File: config.mk
export PLATFORM = sky130hd
export DESIGN_NAME = sim_exit_monitor
export DESIGN_NICKNAME = d
export VERILOG_FILES = /design/src/rtl/sim_exit_monitor.sv
export SDC_FILE = /design/constraint.sdc
export NUM_CORES = 1
export LEC_CHECK = 0
export ABC_AREA = 0
export ABC_CLOCK_PERIOD_IN_PS = 4100
export CAP_MARGIN = 15
export CORE_MARGIN = 2
export CORE_UTILIZATION = 53
export CTS_CLUSTER_DIAMETER = 100
export DETAILED_ROUTE_END_ITERATION = 16
export PLACE_DENSITY = 0.87
export SLEW_MARGIN = 10
export SYNTH_ARGS = -nofsm -noshare
export SYNTH_HDL_FRONTEND = slang
export SYNTH_SLANG_ARGS = --single-unit
File: constraint.sdc
create_clock -name clk -period 4.1 [get_ports clk]
set_input_delay 0.82 -clock clk [delete_from_list [all_inputs] [get_ports clk]]
set_output_delay 0.82 -clock clk [all_outputs]
set_load 0.005 [all_outputs]
File: src/rtl/sim_exit_monitor.sv
// Store-bus snooper for simulation bring-up: console byte FIFO,
// tohost exit port and a run-cycle watchdog.
module sim_exit_monitor #(
  parameter logic [31:0] TOHOST_ADDR  = 32'h0000_7F00,
  parameter logic [31:0] CONSOLE_ADDR = 32'h0000_7F04,
  parameter int unsigned FIFO_DEPTH   = 8,
  parameter int unsigned TIMEOUT      = 1000
) (
  input  logic        clk,
  input  logic        reset,
  input  logic        mem_write,
  input  logic [31:0] addr,
  input  logic [31:0] wdata,
  output logic        cons_valid,
  output logic [7:0]  cons_data,
  input  logic        cons_ready,
  output logic        overflow,
  output logic        done,
  output logic        pass,
  output logic [30:0] fail_code,
  output logic [31:0] cycles
);

  localparam int AW = $clog2(FIFO_DEPTH);
  localparam int CW = AW + 1;
  localparam logic [CW-1:0] DEPTH_C = CW'(FIFO_DEPTH);
  localparam logic [31:0]   TO_LAST = 32'(TIMEOUT - 1);

  typedef enum logic [1:0] {
    S_RUN,
    S_DRAIN,
    S_DONE
  } state_t;

  state_t        r_state;
  logic [31:0]   r_cycles;
  logic          r_done;
  logic          r_pass;
  logic [30:0]   r_fail_code;
  logic          r_overflow;

  logic [7:0]    r_mem [FIFO_DEPTH];
  logic [AW-1:0] r_rd_ptr;
  logic [AW-1:0] r_wr_ptr;
  logic [CW-1:0] r_count;

  logic w_run;
  logic w_cons_st;
  logic w_exit_st;
  logic w_timeout;
  logic w_empty;
  logic w_full;
  logic w_pop;
  logic w_push;
  logic w_drop;

  assign w_run     = (r_state == S_RUN);
  assign w_cons_st = w_run && mem_write
                   && (addr == CONSOLE_ADDR);
  assign w_exit_st = w_run && mem_write
                   && (addr == TOHOST_ADDR)
                   && wdata[0];
  // A program exit in the last budgeted cycle beats the watchdog.
  assign w_timeout = w_run && !w_exit_st
                   && (r_cycles == TO_LAST);

  assign w_empty = (r_count == '0);
  assign w_full  = (r_count == DEPTH_C);
  assign w_pop   = !w_empty && cons_ready;
  assign w_push  = w_cons_st && (!w_full || w_pop);
  assign w_drop  = w_cons_st && w_full && !w_pop;

  always_ff @(posedge clk) begin
    if (w_push) begin
      r_mem[r_wr_ptr] <= wdata[7:0];
    end
  end

  always_ff @(posedge clk or negedge reset) begin
    if (!reset) begin
      r_rd_ptr   <= '0;
      r_wr_ptr   <= '0;
      r_count    <= '0;
      r_overflow <= 1'b0;
    end else begin
      if (w_pop) begin
        r_rd_ptr <= r_rd_ptr + AW'(1);
      end
      if (w_push) begin
        r_wr_ptr <= r_wr_ptr + AW'(1);
      end
      unique case ({w_push, w_pop})
        2'b10:   r_count <= r_count + CW'(1);
        2'b01:   r_count <= r_count - CW'(1);
        default: r_count <= r_count;
      endcase
      if (w_drop) begin
        r_overflow <= 1'b1;
      end
    end
  end

  always_ff @(posedge clk or negedge reset) begin
    if (!reset) begin
      r_state     <= S_RUN;
      r_cycles    <= '0;
      r_done      <= 1'b0;
      r_pass      <= 1'b0;
      r_fail_code <= '0;
    end else begin
      unique case (r_state)
        S_RUN: begin
          r_cycles <= r_cycles + 32'd1;
          if (w_exit_st) begin
            r_fail_code <= wdata[31:1];
            r_pass      <= (wdata[31:1] == 31'd0);
            r_state     <= S_DRAIN;
          end else if (w_timeout) begin
            r_fail_code <= '1;
            r_pass      <= 1'b0;
            r_state     <= S_DRAIN;
          end
        end
        S_DRAIN: begin
          if (w_empty) begin
            r_done  <= 1'b1;
            r_state <= S_DONE;
          end
        end
        S_DONE: begin
          r_state <= S_DONE;
        end
        default: begin
          r_state <= S_RUN;
        end
      endcase
    end
  end

  // Gate the data so an empty FIFO never shows stale storage.
  assign cons_valid = !w_empty;
  assign cons_data  = w_empty ? 8'h00
                              : r_mem[r_rd_ptr];
  assign overflow   = r_overflow;
  assign done       = r_done;
  assign pass       = r_pass;
  assign fail_code  = r_fail_code;
  assign cycles     = r_cycles;

endmodule
==> impl_metrics.csv, run 1 <==
group,metric,value,unit
global_route,gr-usage-met2,0.415,
synth,synthCells,403,
clocking,cts_htree_levels,4,
sta,slew_headroom,0.366,
clocking,cts_tree,"done",
clocking,cts_hold_repair.buffers,0,
synth,yosysWarningCount,0,
placed_design,place.detailed.hpwl,9.72,mm
setup_path,reg2reg_setup_slack,1.05,ns
layout,final_core_utilization,0.747,
layout,syn_to_final_growth,36.8,%
synth,main_combinational_cell_family_by_area_after_synthesis,"simple AND/OR/NAND/NOR gates",
power,power.clock.fraction,0.444,
layout,fraction_of_final_layout_cells_sized_beyond_drive_strength_1,0.122,
sta,post-route-period-util,0.809,
synth,synth_flop_cell,"dfrtp_1",
clocking,cts_buffer_depth,2,
synth,yosys-top-cells-area,"dfrtp_1, edfxtp_1, mux4_2, o22a_1, xnor2_1",
synth,yosysUniqueCellTypes,39,
setup_path,worst_r2r_startpoint,"r_state[1]$_DFFE_PN0P_",
synth,yosysTopAreaCell,"dfrtp_1",
global_route,track_usage,0.250,
placed_design,io_buffers,142,
setup_path,end_kind,"primary output",
layout,insertedDiodeCount,0,
synth,post_synth_mux_area_share,0.0872,
route,detail_route.first_pass.iterations,5,
synth,synth_simple_gate_area_share,0.108,
synth,netlist_top_cells_count,"dfrtp_1, edfxtp_1, o22a_1, xnor2_1, nor2_1",
route,detailedRoute.firstIterationViolations,246,
synth,synthMostInstantiatedCell,"dfrtp_1",
global_route,globalRouteMet1Util,0.305,
clocking,clock_pin_slew_worst_setup_and_hold_paths,0.06,ns
global_route,grt_max_degree,79,
global_route,global_route_wire_length_before_repair,22.2,mm
route,routed_via_count,4133,
setup_path,rr_endpoint,"r_count[2]$_DFFE_PN0P_",
synth,post_synth_xor_area_fraction,0.0590,
sta,fmaxAchievable,302,MHz
power,sw_frac_of_total,0.225,
sta,report.final.hold_viol_count,0,
clocking,cts_buffers,17,
die,top_level_ports,143,
clocking,cts-root-buf,"clkbuf_8",
clocking,post_cts_buffers,0,
route,vias_per_cell,5.78,
synth,synth_edf_count,64,
global_route,overall_overflow_remaining_after_global_route,0,
synth,mappedNetlistArea,0.00594,sq mm
route,drt-total-wl,14.1,mm
clocking,clock_insertion_delay_worst_skew,0.52,ns
route,post-route-drc-count,0,
synth,synth_seq_area_share,0.652,
power,ir_drop,251,uV
die,dieHeight,110,um
die,placementRows,38,
die,die-area,0.0121,sq mm
route,antenna_left,0,
die,effective_utilization_at_floorplan,0.546,
layout,stdcell_area,0.00813,sq mm
synth,synth-adder-area-share,0.0190,
global_route,globalRouteMet3Util,0.0800,
clocking,tritoncts_sink_count,142,
power,power.share.sequential,0.463,
placed_design,finalWeightedCongestion,0.809,
run,max_cap_violations,0,
synth,synth.ff_latch_count,142,
global_route,grt_pass1_vias,4366,
sta,totalNegativeSetupSlack,0,ns
setup_path,crit_type,"reg -> out",
layout,final_nets,639,
run_status,result_of_the_run,"completed",
sta,tightestPinTransition,0.951,ns
synth,asyncSetResetFlopFracSynth,0.549,
setup_path,critPathLaunchType,"flop",
power,power.switching,738,uW
synth,syn_avg_cell_area,14.7,sq um
synth,synth_fp_nets,480,
power,powerDensity,403,mW/mm^2
global_route,grt.busiest_layer,"met2",
sta,fin_skew,0.00977,ns
placed_design,postPlaceCellArea,0.00756,sq mm
global_route,grt_antenna_before_repair,0,
setup_path,worst-r2r-cell-count,14,
worst_hold_path,hp-class,"in -> async",
synth,yosysTopAreaCellShare,0.328,
route,routed_wire_length_per_instance,19.7,um
setup_path,worst-endpoint-arrival,2.50,ns
power,power.combinational.fraction,0.093,
setup_path,worstPathRequired,3.28,ns
clocking,ctsResizeCount,0,
layout,num-fill-cells,660,
sta,period_needed,3.32,ns
power,power.static_leakage,3.15,nW
sta,final-setup-viol-count,0,
sta,unrepaired_setup_endpoints_after_global_routing,"false",
die,core_area,0.0109,sq mm
power,internal-power,2.54,mW
die,die_w,110,um
synth,synth-compound-area-share,0.0558,
sta,finalMaxSlewViolations,0,
setup_path,worst-path-max-fanout,16,
==> worst max-delay path by stage <==
stage | startpoint | endpoint | slack (ns) | cells after the start
2_1_floorplan | addr[29] | r_count[2]$_DFFE_PN0P_ | 0.99 | 10
3_3_place_gp | addr[8] | r_count[2]$_DFFE_PN0P_ | 0.58 | 13
3_5_place_dp | addr[3] | r_count[2]$_DFFE_PN0P_ | 0.51 | 13
4_1_cts | r_rd_ptr[0]$_DFFE_PN0P_ | cons_data[5] | 0.74 | 5
5_1_grt | r_rd_ptr[0]$_DFFE_PN0P_ | cons_data[2] | 0.63 | 5
6_report | r_rd_ptr[0]$_DFFE_PN0P_ | cons_data[5] | 0.78 | 5
==> state kept, by name, indices dropped and copies added (netlist names), 2 cells and up <==
register	count
fail_code	31
r_state	2
r_rd_ptr	3
cycles	32
r_count	4
r_mem	64
r_wr_ptr	3
==> critical path: stages (launching register included) <==
cell,delay [ns]
dfrtp_1,0.41
buf_4,0.34
mux4_2,0.58
mux2i_1,0.15
nor2_1,0.06
clkdlybuf4s50_1,0.44
==> routing by layer <==
metal | wire length, um | share of wire
met1 | 5560 | 0.39
met2 | 7260 | 0.51
met3 | 994 | 0.070
met4 | 305 | 0.022
met5 | 0 | 0
==> per-stage QoR <==
stage | worst slack [ns] | hold slack (ns) | std cells | total power [mW]
after floorplan | 0.988 | 0.451 | 403 | 1.68
after global placement | 0.583 | 0.439 | 683 | 1.84
after detailed placement | 0.506 | 0.451 | 683 | 1.85
after CTS | 0.742 | 0.465 | 715 | 3.29
after global routing | 0.627 | 0.476 | 715 | 3.38
final | 0.784 | 0.448 | 715 | 3.27
==> power by group through the flow <==
stage          clock network, mW  registers [mW]  logic (mW)
2_1_floorplan                  0            1.53       0.145
3_3_place_gp                   0            1.54       0.296
3_5_place_dp                   0            1.54       0.307
4_1_cts                     1.47            1.52       0.308
5_1_grt                     1.54            1.52       0.328
6_report                    1.45            1.52       0.304
==> area by class of cell <==
type / instances / area [sq um] / share of cell area
Sequential cell: 142 / 3870 / 0.477
Tap cell: 140 / 175 / 0.0215
Inverter: 11 / 41.3 / 0.00508
Clock inverter: 11 / 109 / 0.0134
Multi-Input combinational cell: 235 / 1950 / 0.240
Clock buffer: 21 / 460 / 0.0566
Timing Repair Buffer: 155 / 1520 / 0.187
==> logic make-up (layout without fill, tap and decap cells) <==
logic type      Yosys count  count (layout)
compound gates           39              39
xor+xnor                 40              40
flops                   142             142
simple gates            116             116
buf+inv                  26             198
fa+ha+maj                 9               9
mux                      31              31
==> placed cells by master (no fill, tap or decap), drive strengths merged, types with 4 or more instances in the layout <==
cell and instances:
nor2 24, nor3 5, nand4 12, clkbuf 21, clkdlybuf4s50 141, nor4 20
nand2 17, dfrtp 78, mux2 6, nand3 18, xnor2 30, ha 9
clkinvlp 4, inv 14, buf 14, xor2 10, edfxtp 64, mux2i 9
o22a 31, and4 6, mux4 16
No activity file was read; power rests on OpenSTA's default activity.
==> run 2: changes to the inputs <==
--- a/config.mk
+++ b/config.mk
@@ -6,13 +6,13 @@
 export NUM_CORES = 1
 export LEC_CHECK = 0
 export ABC_AREA = 0
-export ABC_CLOCK_PERIOD_IN_PS = 4100
+export ABC_CLOCK_PERIOD_IN_PS = 2850
 export CAP_MARGIN = 15
 export CORE_MARGIN = 2
-export CORE_UTILIZATION = 53
+export CORE_UTILIZATION = 45
 export CTS_CLUSTER_DIAMETER = 100
 export DETAILED_ROUTE_END_ITERATION = 16
-export PLACE_DENSITY = 0.87
+export PLACE_DENSITY = 0.78
 export SLEW_MARGIN = 10
 export SYNTH_ARGS = -nofsm -noshare
 export SYNTH_HDL_FRONTEND = slang
==> constraint.sdc (replaced) <==
create_clock -name clk -period 2.85 [get_ports clk]
set_input_delay 0.57 -clock clk [delete_from_list [all_inputs] [get_ports clk]]
set_output_delay 0.57 -clock clk [all_outputs]
set_load 0.005 [all_outputs]
==> run 2 against run 1 <==
  * First-iteration DRC count is 15% higher
  * Critical endpoint is now cons_data[0]
  * Clock power is 44% higher
  * Critical path type unchanged
  * Die area up 17%
  * Largest cell class unchanged
  * Combinational power increased by 88%
  * Design area is 5.0% higher
  * Largest power group unchanged
  * Critical path depth is the same
  * Setup slack worse by 0.69 ns
  * Sequential cell count stayed put
==> impl_metrics.csv, run 2 (synthesis gave the netlist of run 1 again) <==
group,metric,value,unit
run_status,result_of_the_run,"completed",
sta,tightestPinTransition,0.987,ns
global_route,overall_overflow_remaining_after_global_route,0,
die,top_level_ports,143,
global_route,global_route_wire_length_before_repair,23.2,mm
global_route,grt_pass1_vias,4446,
clocking,clock_pin_slew_worst_setup_and_hold_paths,0.06,ns
sta,final.hold.worst_slack,0.297,ns
global_route,track_usage,0.214,
route,post-route-drc-count,0,
sta,post-route-period-util,0.966,
die,placementRows,41,
die,die-area,0.0141,sq mm
setup_path,worst-r2r-cell-count,13,
clocking,clock_insertion_delay_worst_skew,0.42,ns
clocking,tritoncts_sink_count,142,
setup_path,end_kind,"primary output",
setup_path,worst_r2r_startpoint,"r_state[0]$_DFFE_PN0P_",
clocking,cts-root-buf,"clkbuf_16",
layout,layout_commonest_cell,"clkdlybuf4s50_1",
setup_path,critPathLaunchType,"flop",
route,drt-total-wl,14.7,mm
placed_design,io_buffers,142,
sta,final_critical_path_setup_slack,0.0972,ns
layout,num-fill-cells,867,
route,routed_wire_length_per_instance,18.8,um
layout,registers.top_by_ff_count,"r_mem",
sta,finalMaxSlewViolations,0,
worst_hold_path,hp-class,"in -> async",
setup_path,worst-path-max-fanout,8,
route,detail_route.first_pass.iterations,5,
setup_path,worstPathRequired,2.28,ns
sta,fin_skew,0.00759,ns
route,routed_via_count,4187,
layout,final_core_utilization,0.668,
clocking,cts_tree,"done",
layout,fraction_of_final_layout_cells_sized_beyond_drive_strength_1,0.187,
sta,period_needed,2.75,ns
layout,final_nets,673,
setup_path,cp.depth,5,
setup_path,critical_path.slowest_cell,"mux4_2",
die,dieHeight,119,um
layout,final_cell_mix,"clkdlybuf4s50_1, dfrtp_1, edfxtp_1",
global_route,grt_max_degree,79,
sta,fmaxAchievable,363,MHz
power,ir_drop,395,uV
sta,report.final.hold_viol_count,0,
setup_path,crit_family,"buffers and inverters",
placed_design,finalWeightedCongestion,0.834,
power,report.power.total,4.85,mW
setup_path,worst-endpoint-arrival,2.18,ns
die,effective_utilization_at_floorplan,0.465,
route,detailedRoute.firstIterationViolations,284,
setup_path,path_cells,"clkbuf_16 > mux4_2 > mux2i_1 > nor2_1 > clkdlybuf4s50_1",
placed_design,place.detailed.hpwl,10.2,mm
sta,final-setup-viol-count,0,
placed_design,number_of_cells_after_detailed_placement,737,
setup_path,worstPathBufferInverterCount,2,
setup_path,rr_endpoint,"r_count[2]$_DFFE_PN0P_",
setup_path,crit_type,"reg -> out",
power,power.static_leakage,3.45,nW
route,vias_per_cell,5.36,
clocking,cts_buffer_depth,2,
layout,insertedDiodeCount,0,
setup_path,cpPeakStageDelay,0.49,ns
route,antenna_left,0,
global_route,grt_antenna_before_repair,0,
placed_design,detailedPlace.worstSlack,-0.299,ns
power,powerDensity,569,mW/mm^2
clocking,cts_htree_levels,4,
setup_path,reg2reg_setup_slack,0.43,ns
die,die_w,119,um
layout,syn_to_final_growth,43.6,%
clocking,cts_buffers,17,
layout,post_layout_nonfiller_instances,781,
die,core_area,0.0128,sq mm
run,max_cap_violations,0,
sta,slew_headroom,0.342,
layout,largest_reg_flops,64,
## run 2: how the worst max path moves through the flow
stage | start | endpoint | slack [ns]
3_3_place_gp | addr[8] | r_count[2]$_DFFE_PN0P_ | -0.23
3_5_place_dp | addr[8] | r_count[3]$_DFFE_PN0P_ | -0.30
5_1_grt | addr[8] | r_count[3]$_DFFE_PN0P_ | -0.02
4_1_cts | r_rd_ptr[1]$_DFFE_PN0P_ | cons_data[5] | 0.001
2_1_floorplan | addr[29] | r_count[2]$_DFFE_PN0P_ | 0.14
6_report | r_rd_ptr[0]$_DFFE_PN0P_ | cons_data[0] | 0.1
## run 2: layout make-up
| type | count | area (sq um) | area share |
|---|---|---|---|
| Sequential cell | 142 | 3880 | 0.454 |
| Inverter | 11 | 41.3 | 0.00484 |
| Timing Repair Buffer | 189 | 1840 | 0.216 |
| Multi-Input combinational cell | 235 | 1990 | 0.234 |
| Tap cell | 172 | 215 | 0.0252 |
| Clock buffer | 17 | 425 | 0.0499 |
| Clock inverter | 15 | 136 | 0.0160 |
## run 2: metrics by stage
step	setup TNS, ns	area, sq um
floorplan	0	5950
global placement	-3.19	7800
detailed placement	-7.64	7800
CTS	0	8370
global route	-0.0344	8530
finish	0	8530
## run 2: repair_timing
action                                  4_1_cts  5_1_grt
gates resized for setup                       0       13
endpoints found under the setup margin        1       10
gates cloned                                  0        2
pin swaps                                     0        1
hold buffers                                  0        0
buffers inserted                              2        8
## run 2: per-layer routing
layer	wire, um	global-route usage
met5	0	0
met4	231	0.0818
met3	1090	0.0714
met2	7250	0.338
met1	6140	0.274
## run 2: power breakdown
| group | internal (mW) | switching [mW] | total, mW |
|---|---|---|---|
| sequential | 2.16 | 0.0289 | 2.19 |
| clock | 1.21 | 0.884 | 2.09 |
| combinational | 0.358 | 0.214 | 0.572 |
| total | 3.73 | 1.13 | 4.85 |
==> run 3: changes to the inputs <==
--- a/config.mk
+++ b/config.mk
@@ -6,13 +6,13 @@
 export NUM_CORES = 1
 export LEC_CHECK = 0
 export ABC_AREA = 0
-export ABC_CLOCK_PERIOD_IN_PS = 2850
+export ABC_CLOCK_PERIOD_IN_PS = 3500
 export CAP_MARGIN = 15
 export CORE_MARGIN = 2
-export CORE_UTILIZATION = 45
+export CORE_UTILIZATION = 50
 export CTS_CLUSTER_DIAMETER = 100
 export DETAILED_ROUTE_END_ITERATION = 16
-export PLACE_DENSITY = 0.78
+export PLACE_DENSITY = 0.82
 export SLEW_MARGIN = 10
 export SYNTH_ARGS = -nofsm -noshare
 export SYNTH_HDL_FRONTEND = slang
==> constraint.sdc (replaced) <==
create_clock -name clk -period 3.5 [get_ports clk]
set_input_delay 0.7 -clock clk [delete_from_list [all_inputs] [get_ports clk]]
set_output_delay 0.7 -clock clk [all_outputs]
set_load 0.005 [all_outputs]
==> run 3 against run 2 <==
  * The run now ends with DRC left
  * Count of clock-buffer cells in the layout increased by 1
  * Sequential power decreased by 19%
  * Utilization increased by 4.4 points
  * Sequential cell count unchanged
  * Largest cell class unchanged
  * Highest routed layer unchanged
==> impl_metrics.csv, run 3 (synthesis gave the netlist of run 1 again) <==
group,metric,value,unit
route,vias_per_cell,5.50,
layout,area.sequential,0.00387,sq mm
clocking,clock_insertion_delay_worst_skew,0.42,ns
clocking,cts_tree,"done",
placed_design,place.detailed.hpwl,9.45,mm
setup_path,worst-endpoint-arrival,2.36,ns
global_route,track_usage,0.226,
layout,layout_commonest_cell,"clkdlybuf4s50_1",
worst_hold_path,hp-class,"in -> async",
global_route,grt_pass1_vias,4234,
clocking,cts-root-buf,"clkbuf_16",
layout,final_nets,645,
placed_design,number_of_cells_after_detailed_placement,692,
global_route,grt_antenna_before_repair,0,
sta,unrepaired_setup_endpoints_after_global_routing,"false",
layout,syn_to_final_growth,38.0,%
die,core_area,0.0115,sq mm
layout,final_core_utilization,0.712,
setup_path,worst-path-max-fanout,18,
layout,registers.top_by_ff_count,"r_mem",
power,ir_drop,342,uV
setup_path,worstPathRequired,2.80,ns
die,die-area,0.0128,sq mm
run_status,result_of_the_run,"finished, violations left",
power,power.static_leakage,3.19,nW
global_route,global_route_wire_length_before_repair,21.8,mm
placed_design,finalWeightedCongestion,0.829,
clocking,cts_htree_levels,4,
layout,stdcell_area,0.00820,sq mm
clocking,clock_pin_slew_worst_setup_and_hold_paths,0.06,ns
clocking,tritoncts_sink_count,142,
route,routed_via_count,3981,
clocking,post_cts_buffers,0,
setup_path,critPathLaunchType,"flop",
route,detail_route.first_pass.iterations,10,
die,top_level_ports,143,
sta,period_needed,3.06,ns
sta,report.final.hold_viol_count,0,
clocking,ctsResizeCount,0,
sta,fin_skew,0.00777,ns
clocking,cts_buffer_depth,2,
layout,num-fill-cells,764,
setup_path,reg2reg_setup_slack,0.61,ns
clocking,cts_buffers,17,
sta,post-route-period-util,0.875,
setup_path,crit_start,"r_rd_ptr[1]$_DFFE_PN0P_",
placed_design,postPlaceCellArea,0.00761,sq mm
layout,final_cell_mix,"clkdlybuf4s50_1, dfrtp_1, edfxtp_1",
clocking,cts_hold_repair.buffers,0,
setup_path,crit_type,"reg -> out",
route,post-route-drc-count,5,
route,drt-total-wl,13.5,mm
sta,final-setup-viol-count,0,
global_route,grt_max_degree,79,
placed_design,io_buffers,142,
die,effective_utilization_at_floorplan,0.516,
setup_path,cpPeakStageDelay,0.84,ns
sta,fmaxAchievable,326,MHz
sta,tightestPinTransition,0.979,ns
die,die_w,113,um
run,max_cap_violations,0,
route,routed_wire_length_per_instance,18.7,um
setup_path,critical_path.slowest_cell,"dfrtp_1",
run_status,failed_checks,"DRC",
sta,slew_headroom,0.347,
sta,totalNegativeSetupSlack,0,ns
route,antenna_left,0,
setup_path,path_cells,"mux4_2 > mux2i_1 > nor2_1 > clkdlybuf4s50_1",
layout,fraction_of_final_layout_cells_sized_beyond_drive_strength_1,0.133,
die,placementRows,39,
layout,insertedDiodeCount,0,
global_route,overall_overflow_remaining_after_global_route,0,
layout,multi_input_comb_area,0.00195,sq mm
die,dieHeight,113,um
layout,post_layout_nonfiller_instances,724,
setup_path,end_kind,"primary output",
route,detailedRoute.firstIterationViolations,251,
sta,finalMaxSlewViolations,0,
setup_path,worst_r2r_startpoint,"r_state[0]$_DFFE_PN0P_",
layout,largest_reg_flops,64,
power,powerDensity,476,mW/mm^2
==> run 3: changes by cell type in the layout (fill, tap and decap cells not counted), sizes merged <==
cell | before | now
buf | 46 | 20
bufinv | 1 | 2
clkbuf | 19 | 18
clkdlybuf4s50 | 136 | 141
clkinv | 7 | 3
clkinvlp | 2 | 4
dlymetal6s2s | 5 | 0
==> run 3: metrics by stage <==
| stage | hold WS, ns | power [mW] | worst slack, ns |
|---|---|---|---|
| global placement | 0.453 | 2.15 | 0.171 |
| global route | 0.493 | 4.04 | 0.263 |
| finish | 0.442 | 3.90 | 0.437 |
| floorplan | 0.404 | 1.97 | 0.508 |
| detailed placement | 0.452 | 2.16 | 0.0948 |
| CTS | 0.467 | 3.94 | 0.389 |
==> run 3: layer usage <==
metal / global-route usage / routed length [um] / part of all wire / up-vias
li1: - / - / - / 1865
met1: 0.290 / 5690 / 0.42 / 1960
met2: 0.362 / 6650 / 0.49 / 135
met3: 0.0739 / 932 / 0.069 / 21
met4: 0.0886 / 259 / 0.019 / 0
met5: 0 / 0 / 0 / -
==> run 3: final timing paths <==
kind,endpoint,cells after the start
worst max-delay path,cons_data[7],4
worst min-delay path,cycles[12]$_DFFE_PN0N_,1
worst max register to register,r_count[2]$_DFFE_PN0P_,13
worst min register to register,done$_DFFE_PN0P_,1
max in group asynchronous,fail_code[3]$_DFFE_PN0P_,1
min in group clk,done$_DFFE_PN0P_,1
==> run 3: layout make-up <==
| type | instances | share of cell area |
|---|---|---|
| multi-input cells | 235 | 0.238 |
| flip-flops and latches | 142 | 0.472 |
| repair buffers | 161 | 0.190 |
| clock inverters | 14 | 0.0197 |
| well taps | 143 | 0.0218 |
| inverters | 11 | 0.00504 |
| clock buffers | 18 | 0.0523 |
==> run 3: where the power goes <==
part           leakage (nW)  internal [mW]  switching (mW)
combinational          1.26          0.205           0.147
sequential             1.65           1.76          0.0150
clock                 0.277           1.06           0.716
==> run 3: worst max-delay path: cells and delay by family (launching register included) <==
family,cells,cell delay [ns]
buffers and inverters,1,0.45
flip-flops,1,0.84
AND/OR/NAND/NOR,1,0.06
multiplexers,2,0.59
